===== src/rtl/cipher_arbiter_if.sv =====
// Handshake bundle between the two requesters, the arbiter and the core.
//   a_* / b_* : requester beat in (vin/tin/din, rdy) and result out (vout/tout/dout)
//   c_*       : core stream-in (vin/tin/din) and core stream-out (vout/tout/dout)
// Modport slave is the arbiter's view; modport master is the environment's view.
interface cipher_arbiter_if;
  logic         a_vin;
  logic [1:0]   a_tin;
  logic [127:0] a_din;
  logic         a_rdy;
  logic         a_vout;
  logic         a_tout;
  logic [127:0] a_dout;

  logic         b_vin;
  logic [1:0]   b_tin;
  logic [127:0] b_din;
  logic         b_rdy;
  logic         b_vout;
  logic         b_tout;
  logic [127:0] b_dout;

  logic         c_vin;
  logic [1:0]   c_tin;
  logic [127:0] c_din;
  logic         c_vout;
  logic         c_tout;
  logic [127:0] c_dout;

  modport slave (
    input  a_vin, a_tin, a_din, b_vin, b_tin, b_din, c_vout, c_tout, c_dout,
    output a_rdy, a_vout, a_tout, a_dout, b_rdy, b_vout, b_tout, b_dout,
    output c_vin, c_tin, c_din
  );

  modport master (
    output a_vin, a_tin, a_din, b_vin, b_tin, b_din, c_vout, c_tout, c_dout,
    input  a_rdy, a_vout, a_tout, a_dout, b_rdy, b_vout, b_tout, b_dout,
    input  c_vin, c_tin, c_din
  );
endinterface


===== src/rtl/cipher_arbiter.sv =====
// Two-requester round-robin front end for cipher_core.
// Shares the core stream-in port between requesters A and B, remembers the owner
// of every in-flight ENC/DEC beat in a 1-bit tag FIFO and steers each core result
// back to that owner. KEY/IV beats are held until the pipeline has drained.
// Ports:
//   clk          : clock, rising edge
//   rst_n        : synchronous active-low reset
//   crypto_ready : core keyed and ready; no grants while low
//   err          : sticky orphan-response flag (core result with no owner)
//   bus          : requester and core handshake bundle (cipher_arbiter_if.slave)
//
// state  | meaning
// PRIO_A | requester A wins when both are eligible
// PRIO_B | requester B wins when both are eligible
module cipher_arbiter #(
  parameter int DEPTH = 32
) (
  input  logic             clk,
  input  logic             rst_n,
  input  logic             crypto_ready,
  output logic             err,
  cipher_arbiter_if.slave  bus
);

  localparam int AW = $clog2(DEPTH);
  localparam logic [AW:0] OCC_FULL = (AW+1)'(DEPTH);

  typedef enum logic {PRIO_A = 1'b0, PRIO_B = 1'b1} prio_e;

  prio_e        prio_q, prio_d;
  logic [AW:0]  occ_q, occ_d;
  logic [AW-1:0] wr_ptr_q, wr_ptr_d;
  logic [AW-1:0] rd_ptr_q, rd_ptr_d;
  logic         tag_mem_q [DEPTH];

  logic         c_vin_q, c_vin_d;
  logic [1:0]   c_tin_q, c_tin_d;
  logic [127:0] c_din_q, c_din_d;
  logic         a_vout_q, a_vout_d;
  logic         a_tout_q, a_tout_d;
  logic [127:0] a_dout_q, a_dout_d;
  logic         b_vout_q, b_vout_d;
  logic         b_tout_q, b_tout_d;
  logic [127:0] b_dout_q, b_dout_d;
  logic         err_q, err_d;

  logic elig_a, elig_b;
  logic grant_a, grant_b;
  logic accept, push, pop, pop_tag, fifo_empty;
  logic [1:0]   sel_tin;
  logic [127:0] sel_din;

  assign fifo_empty = (occ_q == '0);

  // A KEY/IV beat only needs an empty FIFO: a grant to it is the only grant this
  // cycle, so no push can coincide with it.
  assign elig_a = rst_n & crypto_ready & bus.a_vin &
                  (bus.a_tin[1] ? fifo_empty : (occ_q < OCC_FULL));
  assign elig_b = rst_n & crypto_ready & bus.b_vin &
                  (bus.b_tin[1] ? fifo_empty : (occ_q < OCC_FULL));

  always_comb begin
    grant_a = 1'b0;
    grant_b = 1'b0;
    prio_d  = prio_q;
    if (elig_a && (!elig_b || prio_q == PRIO_A)) begin
      grant_a = 1'b1;
    end else if (elig_b) begin
      grant_b = 1'b1;
    end
    if (grant_a) begin
      prio_d = PRIO_B;
    end else if (grant_b) begin
      prio_d = PRIO_A;
    end
  end

  assign bus.a_rdy = grant_a;
  assign bus.b_rdy = grant_b;

  assign accept  = grant_a | grant_b;
  assign sel_tin = grant_b ? bus.b_tin : bus.a_tin;
  assign sel_din = grant_b ? bus.b_din : bus.a_din;
  assign push    = accept & ~sel_tin[1];
  assign pop     = bus.c_vout & ~fifo_empty;
  assign pop_tag = tag_mem_q[rd_ptr_q];

  always_comb begin
    c_vin_d  = accept;
    c_tin_d  = c_tin_q;
    c_din_d  = c_din_q;
    if (accept) begin
      c_tin_d = sel_tin;
      c_din_d = sel_din;
    end

    wr_ptr_d = push ? wr_ptr_q + 1'b1 : wr_ptr_q;
    rd_ptr_d = pop  ? rd_ptr_q + 1'b1 : rd_ptr_q;
    occ_d    = occ_q;
    case ({push, pop})
      2'b10:   occ_d = occ_q + 1'b1;
      2'b01:   occ_d = occ_q - 1'b1;
      default: occ_d = occ_q;
    endcase

    a_vout_d = pop & ~pop_tag;
    b_vout_d = pop &  pop_tag;
    a_tout_d = a_vout_d & bus.c_tout;
    b_tout_d = b_vout_d & bus.c_tout;
    a_dout_d = a_vout_d ? bus.c_dout : '0;
    b_dout_d = b_vout_d ? bus.c_dout : '0;

    err_d    = err_q | (bus.c_vout & fifo_empty);
  end

  always_ff @(posedge clk) begin
    if (!rst_n) begin
      prio_q   <= PRIO_A;
      occ_q    <= '0;
      wr_ptr_q <= '0;
      rd_ptr_q <= '0;
      c_vin_q  <= 1'b0;
      c_tin_q  <= '0;
      c_din_q  <= '0;
      a_vout_q <= 1'b0;
      a_tout_q <= 1'b0;
      a_dout_q <= '0;
      b_vout_q <= 1'b0;
      b_tout_q <= 1'b0;
      b_dout_q <= '0;
      err_q    <= 1'b0;
    end else begin
      prio_q   <= prio_d;
      occ_q    <= occ_d;
      wr_ptr_q <= wr_ptr_d;
      rd_ptr_q <= rd_ptr_d;
      c_vin_q  <= c_vin_d;
      c_tin_q  <= c_tin_d;
      c_din_q  <= c_din_d;
      a_vout_q <= a_vout_d;
      a_tout_q <= a_tout_d;
      a_dout_q <= a_dout_d;
      b_vout_q <= b_vout_d;
      b_tout_q <= b_tout_d;
      b_dout_q <= b_dout_d;
      err_q    <= err_d;
    end
  end

  // Tag storage needs no reset: entries are only read while occupancy says valid.
  always_ff @(posedge clk) begin
    if (push) begin
      tag_mem_q[wr_ptr_q] <= grant_b;
    end
  end

  assign bus.c_vin  = c_vin_q;
  assign bus.c_tin  = c_tin_q;
  assign bus.c_din  = c_din_q;
  assign bus.a_vout = a_vout_q;
  assign bus.a_tout = a_tout_q;
  assign bus.a_dout = a_dout_q;
  assign bus.b_vout = b_vout_q;
  assign bus.b_tout = b_tout_q;
  assign bus.b_dout = b_dout_q;
  assign err        = err_q;

endmodule


===== src/flat_wrapper.sv =====
// flat-port wrapper written by rule: the top's interface ports become plain ports
module cipher_arbiter_flat 
#(
  parameter int DEPTH = 32
)
  (clk, rst_n, crypto_ready, err, bus_a_vin, bus_a_tin, bus_a_din, bus_b_vin, bus_b_tin, bus_b_din, bus_c_vout, bus_c_tout, bus_c_dout, bus_a_rdy, bus_a_vout, bus_a_tout, bus_a_dout, bus_b_rdy, bus_b_vout, bus_b_tout, bus_b_dout, bus_c_vin, bus_c_tin, bus_c_din);
  cipher_arbiter_if bus_i ();
  input  logic clk;
  input  logic rst_n;
  input  logic crypto_ready;
  output logic err;
  input wire logic [$bits(bus_i.a_vin)-1:0] bus_a_vin;
  input wire logic [$bits(bus_i.a_tin)-1:0] bus_a_tin;
  input wire logic [$bits(bus_i.a_din)-1:0] bus_a_din;
  input wire logic [$bits(bus_i.b_vin)-1:0] bus_b_vin;
  input wire logic [$bits(bus_i.b_tin)-1:0] bus_b_tin;
  input wire logic [$bits(bus_i.b_din)-1:0] bus_b_din;
  input wire logic [$bits(bus_i.c_vout)-1:0] bus_c_vout;
  input wire logic [$bits(bus_i.c_tout)-1:0] bus_c_tout;
  input wire logic [$bits(bus_i.c_dout)-1:0] bus_c_dout;
  output wire logic [$bits(bus_i.a_rdy)-1:0] bus_a_rdy;
  output wire logic [$bits(bus_i.a_vout)-1:0] bus_a_vout;
  output wire logic [$bits(bus_i.a_tout)-1:0] bus_a_tout;
  output wire logic [$bits(bus_i.a_dout)-1:0] bus_a_dout;
  output wire logic [$bits(bus_i.b_rdy)-1:0] bus_b_rdy;
  output wire logic [$bits(bus_i.b_vout)-1:0] bus_b_vout;
  output wire logic [$bits(bus_i.b_tout)-1:0] bus_b_tout;
  output wire logic [$bits(bus_i.b_dout)-1:0] bus_b_dout;
  output wire logic [$bits(bus_i.c_vin)-1:0] bus_c_vin;
  output wire logic [$bits(bus_i.c_tin)-1:0] bus_c_tin;
  output wire logic [$bits(bus_i.c_din)-1:0] bus_c_din;
  assign bus_i.a_vin = bus_a_vin;
  assign bus_i.a_tin = bus_a_tin;
  assign bus_i.a_din = bus_a_din;
  assign bus_i.b_vin = bus_b_vin;
  assign bus_i.b_tin = bus_b_tin;
  assign bus_i.b_din = bus_b_din;
  assign bus_i.c_vout = bus_c_vout;
  assign bus_i.c_tout = bus_c_tout;
  assign bus_i.c_dout = bus_c_dout;
  assign bus_a_rdy = bus_i.a_rdy;
  assign bus_a_vout = bus_i.a_vout;
  assign bus_a_tout = bus_i.a_tout;
  assign bus_a_dout = bus_i.a_dout;
  assign bus_b_rdy = bus_i.b_rdy;
  assign bus_b_vout = bus_i.b_vout;
  assign bus_b_tout = bus_i.b_tout;
  assign bus_b_dout = bus_i.b_dout;
  assign bus_c_vin = bus_i.c_vin;
  assign bus_c_tin = bus_i.c_tin;
  assign bus_c_din = bus_i.c_din;
  cipher_arbiter #(.DEPTH(DEPTH)) u_core (.clk(clk), .rst_n(rst_n), .crypto_ready(crypto_ready), .err(err), .bus(bus_i));
endmodule

===== config.mk =====
export PLATFORM = sky130hd
export DESIGN_NAME = cipher_arbiter_flat
export DESIGN_NICKNAME = d
export VERILOG_FILES = /design/src/rtl/cipher_arbiter_if.sv /design/src/rtl/cipher_arbiter.sv /design/src/flat_wrapper.sv
export SDC_FILE = /design/constraint.sdc
export NUM_CORES = 1
export LEC_CHECK = 0
export BUFFER_PORTS_ARGS = -buffer_cell sky130_fd_sc_hd__buf_2
export CAP_MARGIN = 15
export CORE_AREA = 2 2 303 305
export DETAILED_ROUTE_END_ITERATION = 7
export DIE_AREA = 0 0 305 307
export HOLD_SLACK_MARGIN = 0.12
export SLEW_MARGIN = 10
export SYNTH_ARGS = -nofsm -noshare
export SYNTH_HDL_FRONTEND = slang
export SYNTH_SLANG_ARGS = --single-unit

===== constraint.sdc =====
create_clock -name clk -period 5.15 [get_ports clk]
set_input_delay 0.515 -clock clk [delete_from_list [all_inputs] [get_ports clk]]
set_output_delay 0.515 -clock clk [all_outputs]
set_load 0.005 [all_outputs]

Word level (Yosys, flattened, before mapping) --
Memory sizes are Yosys's and may differ from the RTL's. A register that Yosys moved wholly into a read port is not among the register bits. Index checks and enable logic that the tools add are counted. W data, S select, Z words.
Word-level totals: register bits 409, memory bits (writable) 32, logic and storage cells 62, memories kept 1
Cells by class: $add $sub $neg 4, magnitude comparators 1, equality and inequality tests 2, multiplexer cells 14, bitwise operators 18, reductions and logical operators 8
Memory list:
- u_core.tag_mem_q | words 32, width 1, read ports 1, clocked after memory_dff 1, write ports 1, RTL line cipher_arbiter.sv:34 | logic tag_mem_q [DEPTH];
Operator list (number):
- $mux W128 | 1
- $and A1 B1 Y1 | 12
- $pmux W6 S2 | 1
- $add A5 B1 Y5 const B | 2
- $mux W5 | 2
- $mux W1 | 9
- $add A6 B1 Y6 const B | 1
- $logic_not A6 Y1 | 1
- $lt A6 B6 Y1 const B | 1
- $sub A6 B1 Y6 const B | 1
- $not A1 Y1 | 4
- $reduce_and A2 Y1 | 2
- $reduce_bool A2 Y1 | 2
- $eq A2 B1 Y1 const B | 1
- $eq A2 B2 Y1 const B | 1
- $mux W2 | 1
- $or A1 B1 Y1 | 2
- $logic_and A1 B1 Y1 | 1
- $logic_not A1 Y1 | 1
- $logic_or A1 B1 Y1 | 1

Logic depth before layout (Yosys ltp) --
Gate-level depths: netlist (run 1).
depth after elaboration 12, depth in mapped cells 15, depth with buffers taken out 12

Worst setup path after synthesis (run 1) --
OpenSTA, ideal clock, no wires.
path kind input to register, start point in rst_n, end point reg u_core.occ_q[4], arrival 3111 ps, data required time 5024 ps, slack 1913 ps, stages 15, path buffers 3, path through clkbuf_1 and3_1 o2bb2ai_1 o21a_1 clkbuf_1 inv_1 ha_1 clkbuf_1 xor2_1 ha_1 a21oi_1 o22ai_1 a222oi_1 or3_1 a21boi_0
On the way: cells in the longest elaborated chain, start to end 12, elaborated cells on any way between the ends 19, classes of those cells eq/ne (2); mux (5); bitwise (8); reduce/logical (4)
RTL lines:
- start, declared | RTL line flat_wrapper.sv:9 | input logic rst_n;
- $and A1 B1 Y1 | RTL line cipher_arbiter.sv:57, cipher_arbiter.sv:59
- $and A1 B1 Y1 (2 in a row) | RTL line cipher_arbiter.sv:59 | assign elig_b = rst_n & crypto_ready & bus.b_vin &
- $logic_not A1 Y1 | RTL line cipher_arbiter.sv:66 | if (elig_a && (!elig_b || prio_q == PRIO_A)) begin
- $logic_or A1 B1 Y1 | RTL line cipher_arbiter.sv:66
- $logic_and A1 B1 Y1 | RTL line cipher_arbiter.sv:66
- $mux W1 | RTL line cipher_arbiter.sv:66
- $mux W2 | RTL line cipher_arbiter.sv:82 | assign sel_tin = grant_b ? bus.b_tin : bus.a_tin;
- $not A1 Y1 | RTL line cipher_arbiter.sv:84 | assign push = accept & ~sel_tin[1];
- $and A1 B1 Y1 | RTL line cipher_arbiter.sv:84
- $eq A2 B1 Y1 / $eq A2 B2 Y1 (equally long branches) | RTL line cipher_arbiter.sv:100 | case ({push, pop})
- $pmux W6 S2 / $reduce_bool A2 Y1 (equally long branches)
- end signal, assigned | RTL line cipher_arbiter.sv:119 | occ_q <= '0;
- end signal, assigned | RTL line cipher_arbiter.sv:134 | occ_q <= occ_d;
- end, declared | RTL line cipher_arbiter.sv:31 | logic [AW:0] occ_q, occ_d;
Parallel ways exist; a longest one is shown, timed or not. A chain may end at the register's enable or synchronous reset.

Worst setup path after layout (run 1) --
start point reg u_core.occ_q[2], end point out bus_b_rdy
On the way: cells in the longest elaborated chain, start to end 7, elaborated cells on any way between the ends 11, classes of those cells order compare (1); mux (4); bitwise (2); reduce/logical (4)
RTL lines:
- $lt A6 B6 Y1 / $logic_not A6 Y1 (equally long branches) | RTL line cipher_arbiter.sv:58, cipher_arbiter.sv:60, cipher_arbiter.sv:53
- $mux W1 | RTL line cipher_arbiter.sv:60 | (bus.b_tin[1] ? fifo_empty : (occ_q < OCC_FULL));
- $and A1 B1 Y1 | RTL line cipher_arbiter.sv:59
- $logic_not A1 Y1 | RTL line cipher_arbiter.sv:66
- $logic_or A1 B1 Y1 | RTL line cipher_arbiter.sv:66
- $logic_and A1 B1 Y1 | RTL line cipher_arbiter.sv:66
- $mux W1 (*) | RTL line cipher_arbiter.sv:66
- end, declared | RTL line flat_wrapper.sv:25 | output wire logic [$bits(bus_i.b_rdy)-1:0] bus_b_rdy;
Mark *: on every way between the ends. The rest lies on a longest branch, timed or not.

==> flow_metrics.py, run 1 <==
metrics = {
    "global_routing": {
        "grt_pass1_vias": 13679,
        "grt_max_degree": 208,
        "grt_pass1_wl_um": 103000,
        "grt_usage": 0.153,
        "antenna_found_initial": 43,
        "grt_overflow_total": 0,
    },
    "place": {
        "io_buffers": 788,
        "dp_slack_ps": 1730,
        "dpl.hpwl_um": 61000,
        "gp_congestion": 0.888,
    },
    "timing": {
        "max_freq_ghz": 0.313,
        "setup_ws_ps": 1950,
        "slew_headroom": 0.167,
        "worstMarginPinSlew_ps": 1250,
        "tns_ps": 0,
        "post-route-min-period_ps": 3200,
        "setup_viol": 0,
        "rsz0062_at_grt": "false",
        "finalCritPeriodShare": 0.621,
        "final_hold_viol_count": 0,
        "finClkSkew_ps": 13.4,
        "maxSlewViolCount": 0,
    },
    "power": {
        "pwr_density_cell_mw_per_mm2": 468,
        "p_leak_nw": 11.4,
        "max-vdd-ir-drop_mv": 0.215,
    },
    "synth": {
        "synthTopCellsByArea": "dfxtp_1, and3_1, edfxtp_1, a31oi_1, nand3_1",
        "ys_ff_latch": 446,
        "syn_nets": 1962,
        "synth_top_area_cell": "dfxtp_1",
        "synth-edff-count": 32,
        "synth_cells": 1559,
        "synth_top_area_frac": 0.547,
        "seq_area_frac_synth": 0.610,
        "synth_flop_cell": "dfxtp_1",
        "yosysUniqueCellTypes": 47,
        "synth_warnings": 0,
        "netlist_area_mm2": 0.0152,
        "avgSynthCellArea_um2": 9.72,
        "async_flop_share": 0,
    },
    "cts": {
        "cts_made_buffers": 48,
        "cts.clk_slew.worst_paths_ps": 60,
        "cts_root_buffer": "clkbuf_16",
        "cts_buffer_depth": 3,
        "cts_tree": "done",
        "cts_resized": 0,
        "clkSinkCount": 446,
        "clkLatencyLatePin_ps": 600,
        "ctsHtreeMaxLevel": 2,
    },
    "floorplanning": {
        "top_level_ports": 789,
        "num_rows": 111,
        "initial_core_util": 0.167,
        "die_area_mm2": 0.0936,
        "die_width_um": 305,
        "core-area_mm2": 0.0907,
        "fp.dieH_um": 307,
    },
    "setup_path": {
        "ff2ff_setup_slack_ps": 1990,
        "critPathLaunchType": "flip-flop",
        "endpoint": "bus_b_rdy",
        "crit_required_ps": 4640,
        "r2r_end": "u_core.occ_q[4]$_SDFFE_PN0P_",
        "critPathCaptureType": "output port",
        "crit_start": "u_core.occ_q[2]$_SDFFE_PN0P_",
        "worstPathCellList": "nor4_4 -> a21boi_2 -> or2_4 -> nor2_1 -> buf_4 -> buf_2",
        "r2r_cells": 12,
        "crit_buf_inv": 2,
        "arrival_ps": 2680,
        "crit_cells": 6,
        "path_class": "reg2out",
        "r2r_start": "u_core.occ_q[2]$_SDFFE_PN0P_",
        "crit_fanout": 33,
        "critPathSlowestCell": "nor4_4",
        "critPathMaxStageDelay_ps": 460,
        "cp_top_family": "simple AND/OR/NAND/NOR gates",
    },
    "drt": {
        "dr.pass1.iters": 7,
        "drc": 0,
        "routed_wl_um": 75600,
        "wl_per_cell_um": 21.0,
        "ant_nets": 0,
        "via_count": 14727,
        "vias_per_cell": 4.08,
        "drt_iter0_drc": 990,
    },
    "finish": {
        "fillers": 9783,
        "final_nets": 2780,
        "multi_input_area_mm2": 0.00530,
        "area_growth_pct": 50.5,
        "register_area_mm2": 0.00925,
        "layout-drive-gt1-share": 0.371,
    },
    "hold_path": {
        "hold_path.class": "in2reg",
        "worst_hold_startpoint": "bus_b_din[67]",
    },
    "status": {
        "status": "completed",
    },
    "run": {
        "maxCapViolCount": 0,
    },
}
## state kept, by name, indices dropped and copies added (netlist names), named ones only
register	cells
u_core.occ_q	6
u_core.bus.c_vin	1
u_core.rd_ptr_q	5
u_core.bus.c_tin	2
u_core.bus.c_din	128
u_core.err	1
u_core.bus.b_dout	128
u_core.wr_ptr_q	5
u_core.bus.a_vout	1
u_core.bus.a_tout	1
u_core.bus.b_vout	1
u_core.tag_mem_q	32
u_core.bus.b_tout	1
u_core.bus.a_dout	128
u_core.prio_q	1
## worst min path at each step
stage / to / cells after the start
5_1_grt: u_core.bus.c_din[91]$_SDFFE_PN0P_ / 3
6_report: u_core.bus.c_din[67]$_SDFFE_PN0P_ / 3
3_5_place_dp: u_core.err$_SDFF_PN0_ / 1
4_1_cts: u_core.bus.c_din[30]$_SDFFE_PN0P_ / 3
2_1_floorplan: u_core.err$_SDFF_PN0_ / 1
3_3_place_gp: u_core.err$_SDFF_PN0_ / 1
## layout by cell type (no fill, tap or decap), types with 10 or more instances in the layout
cell / n
clkbuf_1: 14
dfxtp_1: 414
buf_2: 787
nand2_1: 147
and3_1: 262
dlygate4sd3_1: 102
clkbuf_16: 49
edfxtp_1: 32
a31oi_1: 130
clkinv_2: 10
mux2i_1: 20
nor2_1: 168
buf_4: 18
nand3_1: 137
## routing by layer
metal | up-vias | wire [µm] | track usage
met5 | - | 82 | 0
met2 | 776 | 36900 | 0.269
met3 | 149 | 6610 | 0.0491
met1 | 6736 | 29400 | 0.176
met4 | 12 | 2540 | 0.0502
li1 | 7054 | - | -
## worst min-delay path: cells and delay by family
family / cells / cell delay (ps)
AOI/OAI and AO/OA: 1 / 70
and+or+nand+nor: 1 / 50
buffers and inverters: 1 / 90
## where the power goes
group          internal, mW  leakage (nW)  total [mW]  switching, mW
clock network          2.02         0.773        3.46           1.44
logic                  1.08          6.95        2.81           1.73
registers              4.11          3.67        4.40          0.295
total                  7.21          11.4        10.7           3.46
## area by class of cell
cell class	count	area share
Inverter	8	0.00132
Antenna cell	7	0.000768
Multi-Input combinational cell	962	0.232
Timing Repair Buffer	911	0.226
Clock buffer	71	0.0609
Clock inverter	16	0.00773
Tap cell	1186	0.0650
Sequential cell	446	0.405
## synthesized netlist by cell type (5+ instances only)
cell      number
dfxtp_1      414
and3_1       262
nor2_1       169
nand2_1      147
nand3_1      137
a31oi_1      130
clkbuf_1      92
buf_2         40
edfxtp_1      32
mux2i_1       20
buf_1          9
and2_1         8
ha_1           8
nor2b_1        8
a21oi_1        7
inv_1          7
o21ai_0        7
a22oi_1        5
xnor2_1        5
xor2_1         5
## cells by family (layout without fill, tap and decap cells)
| logic type | after synthesis | after routing | share of synthesized area |
|---|---|---|---|
| buffers and inverters | 151 | 1006 | 0.0412 |
| muxes | 20 | 20 | 0.0132 |
| other | 0 | 7 | 0 |
| xor gates and xnor gates | 10 | 10 | 0.00578 |
| AOI/OAI and AO/OA | 168 | 168 | 0.0726 |
| adders and majority gates | 8 | 8 | 0.00660 |
| DFF | 446 | 446 | 0.610 |
| and+or+nand+nor | 756 | 756 | 0.251 |
## repair_timing
item                                   in CTS  in global routing
buffers inserted                            0                  0
endpoints found under the hold margin     174                  0
hold buffers                              102                  0
## stage by stage
stage	power [mW]	util	instance area (µm²)	hold WS (ps)	cells
after floorplan	5.71	-	15200	464	1559
after global placement	7.24	0.223	20200	445	3411
after detailed placement	7.27	0.223	20200	458	3411
after CTS	10.8	0.251	22800	120	3600
after global routing	11.2	0.251	22800	139	3603
final	10.7	0.252	22800	169	3607
Note: power is estimated with default switching activity, not from simulation.
==> run 2: changes to the inputs <==
==> constraint.sdc (replaced) <==
create_clock -name clk -period 2.7 [get_ports clk]
set_input_delay 0.27 -clock clk [delete_from_list [all_inputs] [get_ports clk]]
set_output_delay 0.27 -clock clk [all_outputs]
set_load 0.005 [all_outputs]
==> run 2 against run 1 <==
  * Total power increased by 100%
  * Via count rose by 11%
  * Core utilization up 4.0 points
  * Sequential power rose by 90%
  * Design area rose by 16%
  * Die area stayed put
  * Global-route usage increased by 0.98 points
  * Critical path type is now reg2reg
  * Highest routed layer unchanged
==> flow_metrics.py, run 2 (synthesis gave the netlist of run 1 again) <==
metrics = {
    "global_routing": {
        "grt_pass1_vias": 15588,
        "grt_usage": 0.163,
        "grt_pass1_wl_um": 111000,
        "grt_overflow_total": 0,
        "antenna_found_initial": 32,
        "grt_max_degree": 92,
    },
    "setup_path": {
        "critPathLaunchType": "flip-flop",
        "arrival_ps": 3160,
        "r2r_start": "u_core.occ_q[1]$_SDFFE_PN0P_",
        "r2r_cells": 10,
        "path_class": "reg2reg",
        "crit_fanout": 26,
        "crit_start": "u_core.occ_q[1]$_SDFFE_PN0P_",
        "critPathCaptureType": "flip-flop",
        "crit_required_ps": 3230,
    },
    "drt": {
        "ant_nets": 0,
        "dr.pass1.iters": 5,
        "via_count": 16311,
        "drc": 0,
        "routed_wl_um": 82100,
        "wl_per_cell_um": 20.7,
        "drt_iter0_drc": 1165,
        "vias_per_cell": 4.12,
    },
    "hold_path": {
        "hold_path_depth": 5,
        "hold_path.class": "in2reg",
        "worst_hold_startpoint": "bus_a_tin[1]",
    },
    "cts": {
        "ctsHtreeMaxLevel": 2,
        "cts_root_buffer": "clkbuf_16",
        "clkLatencyLatePin_ps": 590,
        "cts.clk_slew.worst_paths_ps": 60,
        "cts_made_buffers": 48,
        "cts_tree": "done",
        "cts_buffer_depth": 3,
        "clkSinkCount": 446,
    },
    "power": {
        "pwr-share-comb": 0.299,
        "clockPowerShare": 0.316,
        "max-vdd-ir-drop_mv": 0.360,
        "finalPower_mw": 21.8,
        "intPower_mw": 14.8,
        "pwr-share-seq": 0.384,
        "p_leak_nw": 13.0,
        "sw_frac_of_total": 0.321,
        "pwr_density_cell_mw_per_mm2": 823,
        "p_switching_mw": 7.00,
    },
    "timing": {
        "finalCritPeriodShare": 0.973,
        "max_freq_ghz": 0.381,
        "tns_ps": 0,
        "final_hold_viol_count": 0,
        "worstMarginPinSlew_ps": 763,
        "slew_headroom": 0.491,
        "setup_viol": 0,
        "rsz0062_at_grt": "true",
        "post-route-min-period_ps": 2630,
        "finClkSkew_ps": 25.8,
        "maxSlewViolCount": 0,
    },
    "finish": {
        "fillers": 9413,
        "layout_common_cells": "buf_2, dfxtp_1, dlygate4sd3_1",
        "area_growth_pct": 74.7,
        "final_util": 0.292,
        "final_common_cell": "buf_2",
        "layout-drive-gt1-share": 0.349,
        "final_nets": 3131,
        "final_cell_area_mm2": 0.0265,
        "stdcell_count": 3958,
    },
    "place": {
        "placed_cells": 3457,
        "dpl.hpwl_um": 62900,
        "io_buffers": 788,
        "post_dp_cell_area_mm2": 0.0207,
        "gp_congestion": 0.897,
    },
    "run": {
        "maxCapViolCount": 0,
    },
    "floorplanning": {
        "initial_core_util": 0.167,
        "core-area_mm2": 0.0907,
        "num_rows": 111,
        "top_level_ports": 789,
        "die_area_mm2": 0.0936,
        "fp.dieH_um": 307,
        "die_width_um": 305,
    },
    "status": {
        "status": "completed",
    },
}
-- run 2: stage by stage --
step	hold slack [ps]	setup WS, ps
2_1_floorplan	416	-41.2
3_3_place_gp	445	99.7
3_5_place_dp	472	172
4_1_cts	176	0.519
5_1_grt	234	-40.6
6_report	261	73.9
-- run 2: power groups by stage --
stage	combinational [mW]	sequential [mW]	clock (mW)
2_1_floorplan	2.35	8.56	0
3_3_place_gp	5.67	8.48	0
3_5_place_dp	5.70	8.52	0
4_1_cts	6.40	8.37	7.05
5_1_grt	7.05	8.50	7.30
6_report	6.53	8.38	6.89
-- run 2: layer usage --
metal	share of wire	vias up	routed length [µm]	track usage
met4	0.040	14	3260	0.0640
li1	-	7751	-	-
met1	0.39	7511	32100	0.191
met5	0.0011	-	88	0
met3	0.078	169	6370	0.0391
met2	0.49	866	40200	0.287
-- run 2: path summary, 6_finish.rpt --
path	to	slack (ps)
setup reg to reg	u_core.bus.c_din[121]$_SDFFE_PN0P_	70
hold reg to reg	u_core.bus.c_din[95]$_SDFFE_PN0P_	480
setup / recovery	u_core.bus.c_din[121]$_SDFFE_PN0P_	70
hold / removal	u_core.bus.c_vin$_SDFF_PN0_	260
-- run 2: final cells by class --
type,instances,area (µm²),share of cell area
sequential,446,9250,0.349
clock inverter,19,280,0.0106
tap,1186,1480,0.0560
inverter,8,30.0,0.00113
clock buffer,65,1360,0.0512
timing repair buffer,1261,8720,0.329
multi-input combinational,963,5330,0.201
antenna,10,25.0,0.000945
-- run 2: critical path, stage by stage, from the launching register on --
cell and delay [ps]:
dfxtp_4 360, nor4_4 300, buf_4 190, a21boi_4 120, o311ai_4 270, buf_4 220, clkbuf_16 190, buf_12 180
nor2_1 60, a31oi_1 120, dlygate4sd3_1 550
-- run 2: what timing repair did --
item	in CTS	in global routing
endpoints found under the setup margin	1	17
gates resized for setup	0	11
gates cloned	2	2
hold buffers	391	0
setup buffers	2	10
pin swaps	1	5
hold endpoints to repair	398	0
==> run 3: changes to the inputs <==
--- a/config.mk
+++ b/config.mk
@@ -11,6 +11,7 @@
 export DETAILED_ROUTE_END_ITERATION = 7
 export DIE_AREA = 0 0 305 307
 export HOLD_SLACK_MARGIN = 0.12
+export PLACE_DENSITY = 0.47
 export SLEW_MARGIN = 10
 export SYNTH_ARGS = -nofsm -noshare
 export SYNTH_HDL_FRONTEND = slang
==> run 3 against run 2 <==
  * Combinational power shrank 4.4%
  * Total power shrank 4.3%
  * Highest routed layer unchanged
  * Sequential cell count is the same
  * Critical endpoint is now u_core.occ_q[5]$_SDFFE_PN0P_
==> flow_metrics.py, run 3 (synthesis gave the netlist of run 1 again) <==
metrics = {
    "status": {
        "status": "completed",
    },
    "floorplanning": {
        "die_area_mm2": 0.0936,
        "num_rows": 111,
        "top_level_ports": 789,
        "core-area_mm2": 0.0907,
        "fp.dieH_um": 307,
        "die_width_um": 305,
        "initial_core_util": 0.167,
    },
    "cts": {
        "cts_made_buffers": 48,
        "cts_root_buffer": "clkbuf_16",
        "cts_tree": "done",
        "cts.clk_slew.worst_paths_ps": 60,
        "clkLatencyLatePin_ps": 590,
        "clkSinkCount": 446,
        "cts_buffer_depth": 3,
        "ctsHtreeMaxLevel": 2,
    },
    "drt": {
        "drt_iter0_drc": 1034,
        "top_layer_used": "met5",
        "routed_wl_um": 76500,
        "ant_nets": 0,
        "wl_per_cell_um": 19.4,
        "drc": 0,
        "via_count": 15939,
        "vias_per_cell": 4.05,
        "dr.pass1.iters": 5,
        "dr_wl_met2_um": 37700,
        "wl_met1_um": 30600,
        "wl_met3_um": 5770,
    },
    "timing": {
        "final_hold_viol_count": 0,
        "slew_headroom": 0.524,
        "maxSlewViolCount": 0,
        "setup_viol": 0,
        "worstMarginPinSlew_ps": 714,
        "rsz0062_at_grt": "false",
        "fin_hold_ws_ps": 168,
        "post-route-min-period_ps": 2530,
        "finalCritPeriodShare": 0.938,
        "max_freq_ghz": 0.395,
        "tns_ps": 0,
        "setup_ws_ps": 167,
        "finClkSkew_ps": 17.7,
    },
    "setup_path": {
        "ff2ff_setup_slack_ps": 170,
        "path_class": "reg2reg",
        "critPathCaptureType": "flip-flop",
        "crit_required_ps": 3170,
        "critPathLaunchType": "flip-flop",
        "arrival_ps": 3000,
        "crit_fanout": 8,
        "r2r_cells": 11,
        "r2r_end": "u_core.occ_q[5]$_SDFFE_PN0P_",
        "r2r_start": "u_core.occ_q[5]$_SDFFE_PN0P_",
    },
    "power": {
        "p_leak_nw": 12.9,
        "finalPower_mw": 20.9,
        "pwr_density_cell_mw_per_mm2": 797,
        "max-vdd-ir-drop_mv": 0.361,
    },
    "place": {
        "io_buffers": 788,
        "dp_slack_ps": 155,
        "dpl.hpwl_um": 58400,
        "post_dp_cell_area_mm2": 0.0207,
        "gp_congestion": 0.857,
        "placed_cells": 3453,
    },
    "hold_path": {
        "min_to": "u_core.bus.c_vin$_SDFF_PN0_",
        "worst_hold_startpoint": "crypto_ready",
        "hold_path_depth": 4,
        "hold_path.class": "in2reg",
    },
    "global_routing": {
        "grt_overflow_total": 0,
        "antenna_found_initial": 21,
        "grt_usage": 0.155,
        "grt_pass1_vias": 15901,
        "grt_pass1_wl_um": 108000,
        "grt_max_degree": 86,
    },
    "finish": {
        "stdcell_count": 3939,
        "fillers": 9530,
        "final_util": 0.289,
        "final_common_cell": "buf_2",
        "final_cell_area_mm2": 0.0262,
        "area_growth_pct": 72.6,
        "multi_input_area_mm2": 0.00533,
        "layout-drive-gt1-share": 0.344,
        "register_area_mm2": 0.00925,
        "final_nets": 3119,
        "layout_common_cells": "buf_2, dfxtp_1, dlygate4sd3_1",
    },
    "run": {
        "maxCapViolCount": 0,
    },
}
run 3: changes by cell type in the layout (fill, tap and decap cells not counted), moves of 4 or more:
| cell | delta |
|---|---|
| diode_2 | -7 |
| clkbuf_1 | +7 |
| clkbuf_8 | -7 |
| buf_12 | +4 |
| clkinv_2 | +6 |
| bufinv_16 | -5 |
| buf_4 | -13 |
run 3: cell type report:
type / instances / share of cell area
clock inverters: 19 / 0.00564
inverters: 8 / 0.00115
multi-input cells: 963 / 0.204
diodes: 3 / 0.000287
well taps: 1186 / 0.0567
flip-flops and latches: 446 / 0.353
repair buffers: 1249 / 0.330
clock buffers: 65 / 0.0491
run 3: routing by layer:
metal,vias to the layer above,global-route usage
met5,-,0
met4,2,0.0517
li1,7731,-
met3,117,0.0387
met2,766,0.276
met1,7323,0.180
run 3: repair_timing:
item	CTS	global route
setup buffers	2	6
hold buffers	389	0
gates cloned	2	0
pin swaps	2	4
endpoints found under the setup margin	2	11
resized for setup	2	3
endpoints found under the hold margin	392	0
run 3: how the worst max path moves through the flow:
stage / start / to / slack [ps]
global route: u_core.occ_q[5]$_SDFFE_PN0P_ / u_core.occ_q[4]$_SDFFE_PN0P_ / 6
CTS: u_core.occ_q[3]$_SDFFE_PN0P_ / u_core.bus.c_din[110]$_SDFFE_PN0P_ / 10
finish: u_core.occ_q[5]$_SDFFE_PN0P_ / u_core.occ_q[5]$_SDFFE_PN0P_ / 170
detailed placement: bus_b_tin[1] / u_core.occ_q[5]$_SDFFE_PN0P_ / 160
global placement: bus_b_tin[1] / u_core.occ_q[4]$_SDFFE_PN0P_ / 130
floorplan: u_core.occ_q[2]$_SDFFE_PN0P_ / u_core.occ_q[4]$_SDFFE_PN0P_ / -40
run 3: report_power, final:
part           total (mW)  switching (mW)  leakage [nW]  internal (mW)
registers            8.40           0.560          3.67           7.84
logic                6.24            3.49          8.49           2.75
clock network        6.21            2.77         0.707           3.44
run 3: worst max-delay path: stages, from the launching register on:
cell and delay (ps):
dfxtp_1 350, or2_2 310, o2bb2ai_1 170, o21a_1 170, inv_1 80, ha_1 210
buf_4 160, nand2b_1 160, o41a_1 410, a21oi_1 170, xor2_1 80, and2_1 150
